--- src/rtl/serial_word_framer_pkg.sv ---
// Shared constants for the serial word framer and the downstream
// divisible-by-5 checker bench: state encodings and the state type.
package serial_word_framer_pkg;

  // Binary-encoded framer states; values are stable so other benches can decode them.
  typedef enum logic [2:0] {
    ST_IDLE  = 3'd0,
    ST_CLEAR = 3'd1,
    ST_SHIFT = 3'd2,
    ST_DONE  = 3'd3,
    ST_GAP   = 3'd4
  } state_t;

endpackage

--- src/rtl/frame_counter.sv ---
// Free-running wrap counter: advances by one on each enabled cycle and
// rolls over to zero after 2^CNT_W-1.
module frame_counter #(
  parameter int CNT_W = 16
) (
  input  logic             clk,
  input  logic             reset,
  input  logic             en,
  output logic [CNT_W-1:0] count
);

  // Count enabled cycles; natural overflow gives the wrap.
  always_ff @(posedge clk or posedge reset) begin
    if (reset) count <= '0;
    else if (en) count <= count + 1'b1;
  end

endmodule

--- src/rtl/serial_word_framer.sv ---
// Serial word framer: accepts a parallel word, pulses a clear to the
// downstream checker, shifts the word out MSB-first and strobes frame_done
// when the checker result covers the whole word.
//
// Handshake: a word transfers on a rising edge where in_valid and in_ready
// are both high. in_ready is high only in IDLE; in_data/in_valid are ignored
// in every other state, and nothing is queued.
module serial_word_framer
  import serial_word_framer_pkg::*;
#(
  parameter int WIDTH      = 8,
  parameter int GAP_CYCLES = 1,
  parameter int CNT_W      = 16
) (
  input  logic             clk,
  input  logic             reset,
  input  logic [WIDTH-1:0] in_data,
  input  logic             in_valid,
  output logic             in_ready,
  output logic             fsm_clr,
  output logic             ser_out,
  output logic             bit_valid,
  output logic             frame_last,
  output logic             frame_done,
  output logic [CNT_W-1:0] frames_sent,
  output state_t           dbg_state
);

  localparam int BW = $clog2(WIDTH + 1);
  localparam int GW = (GAP_CYCLES > 1) ? $clog2(GAP_CYCLES) : 1;
  localparam logic [BW-1:0] BIT_LAST = BW'(WIDTH - 1);
  localparam logic [GW-1:0] GAP_LAST = (GAP_CYCLES > 0) ? GW'(GAP_CYCLES - 1) : '0;

  state_t           state;
  state_t           state_next;
  logic [WIDTH-1:0] shreg;
  logic [BW-1:0]    bit_cnt;
  logic [GW-1:0]    gap_cnt;

  // State register.
  always_ff @(posedge clk or posedge reset) begin
    if (reset) state <= ST_IDLE;
    else       state <= state_next;
  end

  // Next-state logic and outputs; outputs depend only on state and flops.
  always_comb begin
    state_next = state;
    in_ready   = 1'b0;
    fsm_clr    = 1'b0;
    ser_out    = 1'b0;
    bit_valid  = 1'b0;
    frame_last = 1'b0;
    frame_done = 1'b0;
    case (state)
      ST_IDLE: begin
        in_ready = 1'b1;
        if (in_valid) state_next = ST_CLEAR;
      end
      ST_CLEAR: begin
        fsm_clr    = 1'b1;
        state_next = ST_SHIFT;
      end
      ST_SHIFT: begin
        bit_valid  = 1'b1;
        ser_out    = shreg[WIDTH-1];
        frame_last = (bit_cnt == BIT_LAST);
        if (bit_cnt == BIT_LAST) state_next = ST_DONE;
      end
      ST_DONE: begin
        frame_done = 1'b1;
        state_next = (GAP_CYCLES > 0) ? ST_GAP : ST_IDLE;
      end
      ST_GAP: begin
        if (gap_cnt == GAP_LAST) state_next = ST_IDLE;
      end
      default: state_next = ST_IDLE;
    endcase
  end

  // Datapath: latch the word on accept, shift it during SHIFT, time the gap.
  always_ff @(posedge clk or posedge reset) begin
    if (reset) begin
      shreg   <= '0;
      bit_cnt <= '0;
      gap_cnt <= '0;
    end else begin
      case (state)
        ST_IDLE: begin
          if (in_valid) begin
            shreg   <= in_data;
            bit_cnt <= '0;
          end
        end
        ST_SHIFT: begin
          shreg <= {shreg[WIDTH-2:0], 1'b0};
          // Hold on the last bit so the counter never passes WIDTH-1.
          if (bit_cnt != BIT_LAST) bit_cnt <= bit_cnt + 1'b1;
        end
        ST_DONE: gap_cnt <= '0;
        ST_GAP: begin
          if (gap_cnt != GAP_LAST) gap_cnt <= gap_cnt + 1'b1;
        end
        default: ;
      endcase
    end
  end

  frame_counter #(.CNT_W(CNT_W)) u_frame_counter (
    .clk   (clk),
    .reset (reset),
    .en    (state == ST_DONE),
    .count (frames_sent)
  );

  assign dbg_state = state;

endmodule

--- config.mk ---
export PLATFORM = sky130hd
export DESIGN_NAME = serial_word_framer
export DESIGN_NICKNAME = d
export VERILOG_FILES = /design/src/rtl/serial_word_framer_pkg.sv /design/src/rtl/frame_counter.sv /design/src/rtl/serial_word_framer.sv
export SDC_FILE = /design/constraint.sdc
export NUM_CORES = 1
export LEC_CHECK = 0
export ABC_AREA = 1
export CAP_MARGIN = 20
export CORE_MARGIN = 3
export CORE_UTILIZATION = 45
export CTS_CLUSTER_DIAMETER = 120
export DETAILED_ROUTE_END_ITERATION = 8
export PLACE_DENSITY_LB_ADDON = 0.12
export SETUP_SLACK_MARGIN = 0.2
export SYNTH_ARGS = -nofsm -noshare
export SYNTH_HDL_FRONTEND = slang
export SYNTH_SLANG_ARGS = --single-unit
--- constraint.sdc ---
create_clock -name clk -period 1.32 [get_ports clk]
set_input_delay 0.132 -clock clk [delete_from_list [all_inputs] [get_ports clk]]
set_output_delay 0.132 -clock clk [all_outputs]
set_load 0.01 [all_outputs]
; ---- After elaboration in Yosys (flattened, before gate mapping)
; Cells that the tools add are included.
[word_totals]
ramBits = 0
mem_count = 0
register_bits = 32
out_inout_bits = 25
romBits = 0
latchBits = 0
[op_classes]
add_sub_neg = 3
n_mul = 0
bitwise_logic = 0
n_eq_ne = 10
div = 0
order_cmp = 0
reduce_logical = 6
muxes = 17
shifts = 0
[ops]
columns = cell, count
row1 = $add 16x1->16 const B, 1
row2 = $pmux 8 s2, 1
row3 = $pmux 3 s5, 1
row4 = $mux 3, 3
row5 = $mux 4, 2
row6 = $mux 8, 1
row7 = $ne 2x2->1 const B, 4
row8 = $pmux 4 s2, 1
row9 = $mux 1, 7
row10 = $eq 3x2->1 const B, 2
row11 = $reduce_and 3->1, 2
row12 = $add 4x1->4 const B, 1
row13 = $eq 4x3->1 const B, 1
row14 = $ne 4x3->1 const B, 1
row15 = $reduce_bool 2->1, 2
row16 = $eq 3x1->1 const B, 1
row17 = $eq 3x3->1 const B, 1
row18 = $logic_not 3->1, 1
row19 = $pmux 1 s2, 1
row20 = $reduce_and 2->1, 1
row21 = $add 1x1->1 const B, 1

; ---- Depth between registers and ports, before layout
[logic_depth]
word_depth = 3
mapped_depth = 9

; ---- Cells and area by module
; From an unflattened synthesis, not the netlist that was laid out.
[unflattened]
cells_unflattened = 194
area_unflattened_um2 = 1604.0
[modules_own_cells]
columns = module, instances, area_each_um2, seq_area_each_um2, cells_per_inst
row1 = frame_counter, 1, 807.0, 400.4, 91
row2 = serial_word_framer, 1, 797.0, 375.4, 103

; ---- Worst setup path before layout
; OpenSTA, ideal clock, no wires.
[synth_path]
path_kind = register to register
start = register state[2], in the netlist dbg_state[2]
end = register bit_cnt[1]
setup_slack_ns = -0.025
setup_time_ns = 0.117
path_buffers = 0
arrival_ns = 1.228
t_required_ns = 1.203
path_stages_with_launch = 9
cell_sequence = dfrtp_1 -> nor2_4 -> nand2_4 -> inv_2 -> nand2_1 -> nand2_1 -> inv_1 -> nand2_1 -> nand2_1
[synth_between]
elab_chain_len = 3
elab_cells_between_ends = 7
cone_classes = eq/ne: 3 / mux: 1 / reduce/logical: 3
[synth_lines]
columns = element, line_no
row1 = "start, declared", serial_word_framer.sv:34  ; state_t state;
row2 = "start signal, assigned", serial_word_framer.sv:43  ; else state <= state_next;
row3 = $eq 3x2->1 or $logic_not 3->1 (tied branches), serial_word_framer.sv:88  ; case (state)
row4 = $ne 2x2->1 (no source line) or $reduce_bool 2->1 (tied branches), -
row5 = $reduce_and 3->1 (no source line), -
row6 = "end signal, assigned", serial_word_framer.sv:98  ; if (bit_cnt != BIT_LAST) bit_cnt <= bit_cnt + 1'b1;
row7 = "end, declared", serial_word_framer.sv:37  ; logic [BW-1:0] bit_cnt;
; Parallel ways exist; a longest one is shown, timed or not.
; A chain may end at the register's enable or synchronous reset.

; ---- Worst setup path in the final report
[layout_path]
start = register state[0], in the netlist dbg_state[0]
end = register u_frame_counter.count[15]
[layout_between]
elab_chain_len = 1
[layout_lines]
columns = element, line_no
row1 = $eq 3x2->1, serial_word_framer.sv:112  ; .en (state == ST_DONE),
row2 = "end signal, assigned", frame_counter.sv:15  ; else if (en) count <= count + 1'b1;
row3 = "end, declared", frame_counter.sv:9  ; output logic [CNT_W-1:0] count
; Every way passes these cells.

==> results.ini <==
[run_status]
outcome = finished with violations
violations = setup timing

[critical_path]
crit_chain = buf_4, buf_6, nand2_8, nor2_8, buf_6, nand2_2, nor2_2, nand2_1, nand2_1, nand2_1
cp.arrival_ps = 1770
crit_type = reg -> reg
critPathRequiredTime_ps = 1560
crit_fanout = 6
ff2ff_path_depth = 10
cp-end-kind = register
rrSetupSlack_ps = -200
timing.rr.start = dbg_state[0]
r2r-end = u_frame_counter.count[15]
worst_path_largest_cell_delay_ps = 440
path_common_cell = nand2_1
cp-start-kind = register
crit_path_top_delay_cell = dfrtp_2

[yosys]
yosysWarnings = 0
synthMuxAreaShare_pct = 0.703
synth_top_area_share_pct = 48.4
synth_area_um2 = 1600
synth_common_cells = nand2_1, dfrtp_1, inv_1
syn-num-nets = 216
synthAdderAreaFrac_pct = 1.56
synth_edf_count = 0
yosysTopAreaCell = dfrtp_1
ys_dominant_reg_cell = dfrtp_1
ys_seq_area_share_pct = 48.4
ys_ff_latch = 31
netlist_instances = 203
avgSynthCellArea_um2 = 7.90
synth_xor_area_share_pct = 3.83
synth_area_leaders = dfrtp_1, nand2_1, inv_1
synth_compound_area_share_pct = 7.18
yosysMostFrequentCell = nand2_1
synthArstFlopShare_pct = 100
synth_top_family_by_area = simple AND/OR/NAND/NOR gates
synth-simple-area-share_pct = 31.7
synthDistinctLibCells = 24

[route]
num_vias = 1870
drtPass1Iterations = 5
ant_nets = 0
viasPerCell = 5.27
drt_iter0_markers = 131
post_drt_wl_per_cell_um = 17.9
totalWireLength_um = 6350
drc = 0

[clocking]
path_clk_slew_ps = 100
cts_num_sinks = 31
cts_buffers = 5
cts_tree = done
clock_latency_ps = 340
cts-root-buf = clkbuf_4
cts_buffer_depth = 2
h-tree-depth = 2
cts-hold-fix-buffers = 0

[finish]
post-route-util_pct = 87.2
layout-drive-gt1-share_pct = 52.8
final_cells = 355
layout.nets = 321
area_growth_pct = 84.3
fillers = 143
antenna_cells = 0

[job]
cap_violations = 0

[placed_design]
io_buffer_count = 35
hpwl_um = 2540
place.gp.congestion = 0.791
placed_cells = 299
pre_cts_slack_ps = -157

[sta]
setup_tns_ps = -3540
clock.fmax_mhz = 656
maxSlewHeadroom_pct = 74.7
slew_viol_final = 0
post-route-period-util_pct = 115
final-setup-viol-count = 35
hold_violations = 0
layout_setup_ws_ps = -204
grt_setup_unrepaired = yes
worstMarginPinSlew_ps = 378
finalCriticalPeriod_ps = 1520
fin_skew_ps = 7.72

[floorplan]
die_h_um = 65.7
ios = 36
start_util_pct = 47.3
dieArea_um2 = 4310
die_x_um = 65.7
core_um2 = 3390
rows = 21

[global_route]
overflow = 0
grt_max_degree = 32
grt_pass1_vias = 1608
grt_pass1_wl_um = 7910
antenna_found_initial = 0
grt_usage_pct = 24.6

[power_and_ir_drop]
powerDensity_nw_per_um2 = 1880
ir_worst_vdd_mv = 0.947
p_leak_uw = 0.00149

[hold_path]
hp-class = in -> async

-- what timing repair did --
| item | 4_1_cts | 5_1_grt |
|---|---|---|
| resized for setup | 160 | 47 |
| pin swaps | 27 | 15 |
| setup endpoints to repair | 53 | 50 |
| buffers inserted | 33 | 15 |
-- area by class of cell --
cell class / instances / area, µm² / area share (%)
clock buffer: 8 / 68.8 / 2.33
inverter: 27 / 114 / 3.85
multi-input combinational: 144 / 1010 / 34.3
sequential: 31 / 782 / 26.5
tap: 46 / 57.6 / 1.95
timing repair buffer: 99 / 917 / 31.0
-- logic make-up (layout without fill, tap and decap cells) --
| logic type | after synthesis | in the layout |
|---|---|---|
| xor gates and xnor gates | 7 | 7 |
| buffers and inverters | 28 | 134 |
| and+or+nand+nor | 111 | 111 |
| muxes | 1 | 1 |
| adders and majority gates | 2 | 2 |
| DFF | 31 | 31 |
| AOI/OAI and AO/OA | 23 | 23 |
-- flip-flops by register name, summed over array words and instances (netlist names) --
name / flops
bit_cnt: 4
dbg_state: 3
shreg: 8
u_frame_counter.count: 16
-- cells in the final DEF (no fill, tap or decap), drive strengths merged --
cell type	instances
mux2	1
a21oi	5
buf	82
nand3b	3
ha	2
nand4	7
xor2	2
nand3	7
nor3	1
and3	1
clkdlybuf4s50	10
nand2	68
o21ai	18
clkbuf	15
dfrtp	31
inv	27
nor2	23
xnor2	5
or2	1
-- report_power, final --
part,internal [µW],switching (µW)
Sequential,1210,237
Combinational,1720,1710
Clock,313,348
-- critical path, delay by kind of cell (launching register included) --
family        cells  cell delay, ps
simple gates      7             600
flops             1             440
buf+inv           3             390
-- worst max-delay path by stage --
stage	from	to	slack, ps	cells after the start
final	dbg_state[0]	u_frame_counter.count[15]	-200	10
after global routing	dbg_state[0]	u_frame_counter.count[15]	-260	10
after CTS	bit_cnt[1]	frame_last	-140	6
after detailed placement	bit_cnt[1]	frame_last	-160	6
after global placement	bit_cnt[0]	frame_last	-150	6
after floorplan	u_frame_counter.count[1]	u_frame_counter.count[12]	70	8
-- routing by layer --
layer | up-vias | global-route usage (%) | routed length (µm)
met5 | - | 0 | 0
met4 | 0 | 8.81 | 246
met3 | 26 | 6.32 | 443
met2 | 103 | 39.5 | 3220
met1 | 890 | 32.0 | 2440
li1 | 851 | - | -
-- through the flow --
step | power, µW | area, µm² | hold slack [ps]
floorplan | 2400 | 1660 | 235
global placement | 3130 | 2190 | 463
detailed placement | 3170 | 2190 | 466
CTS | 4680 | 2720 | 111
global route | 5810 | 2950 | 140
finish | 5540 | 2950 | 116
No activity file was read; power rests on OpenSTA's default activity.
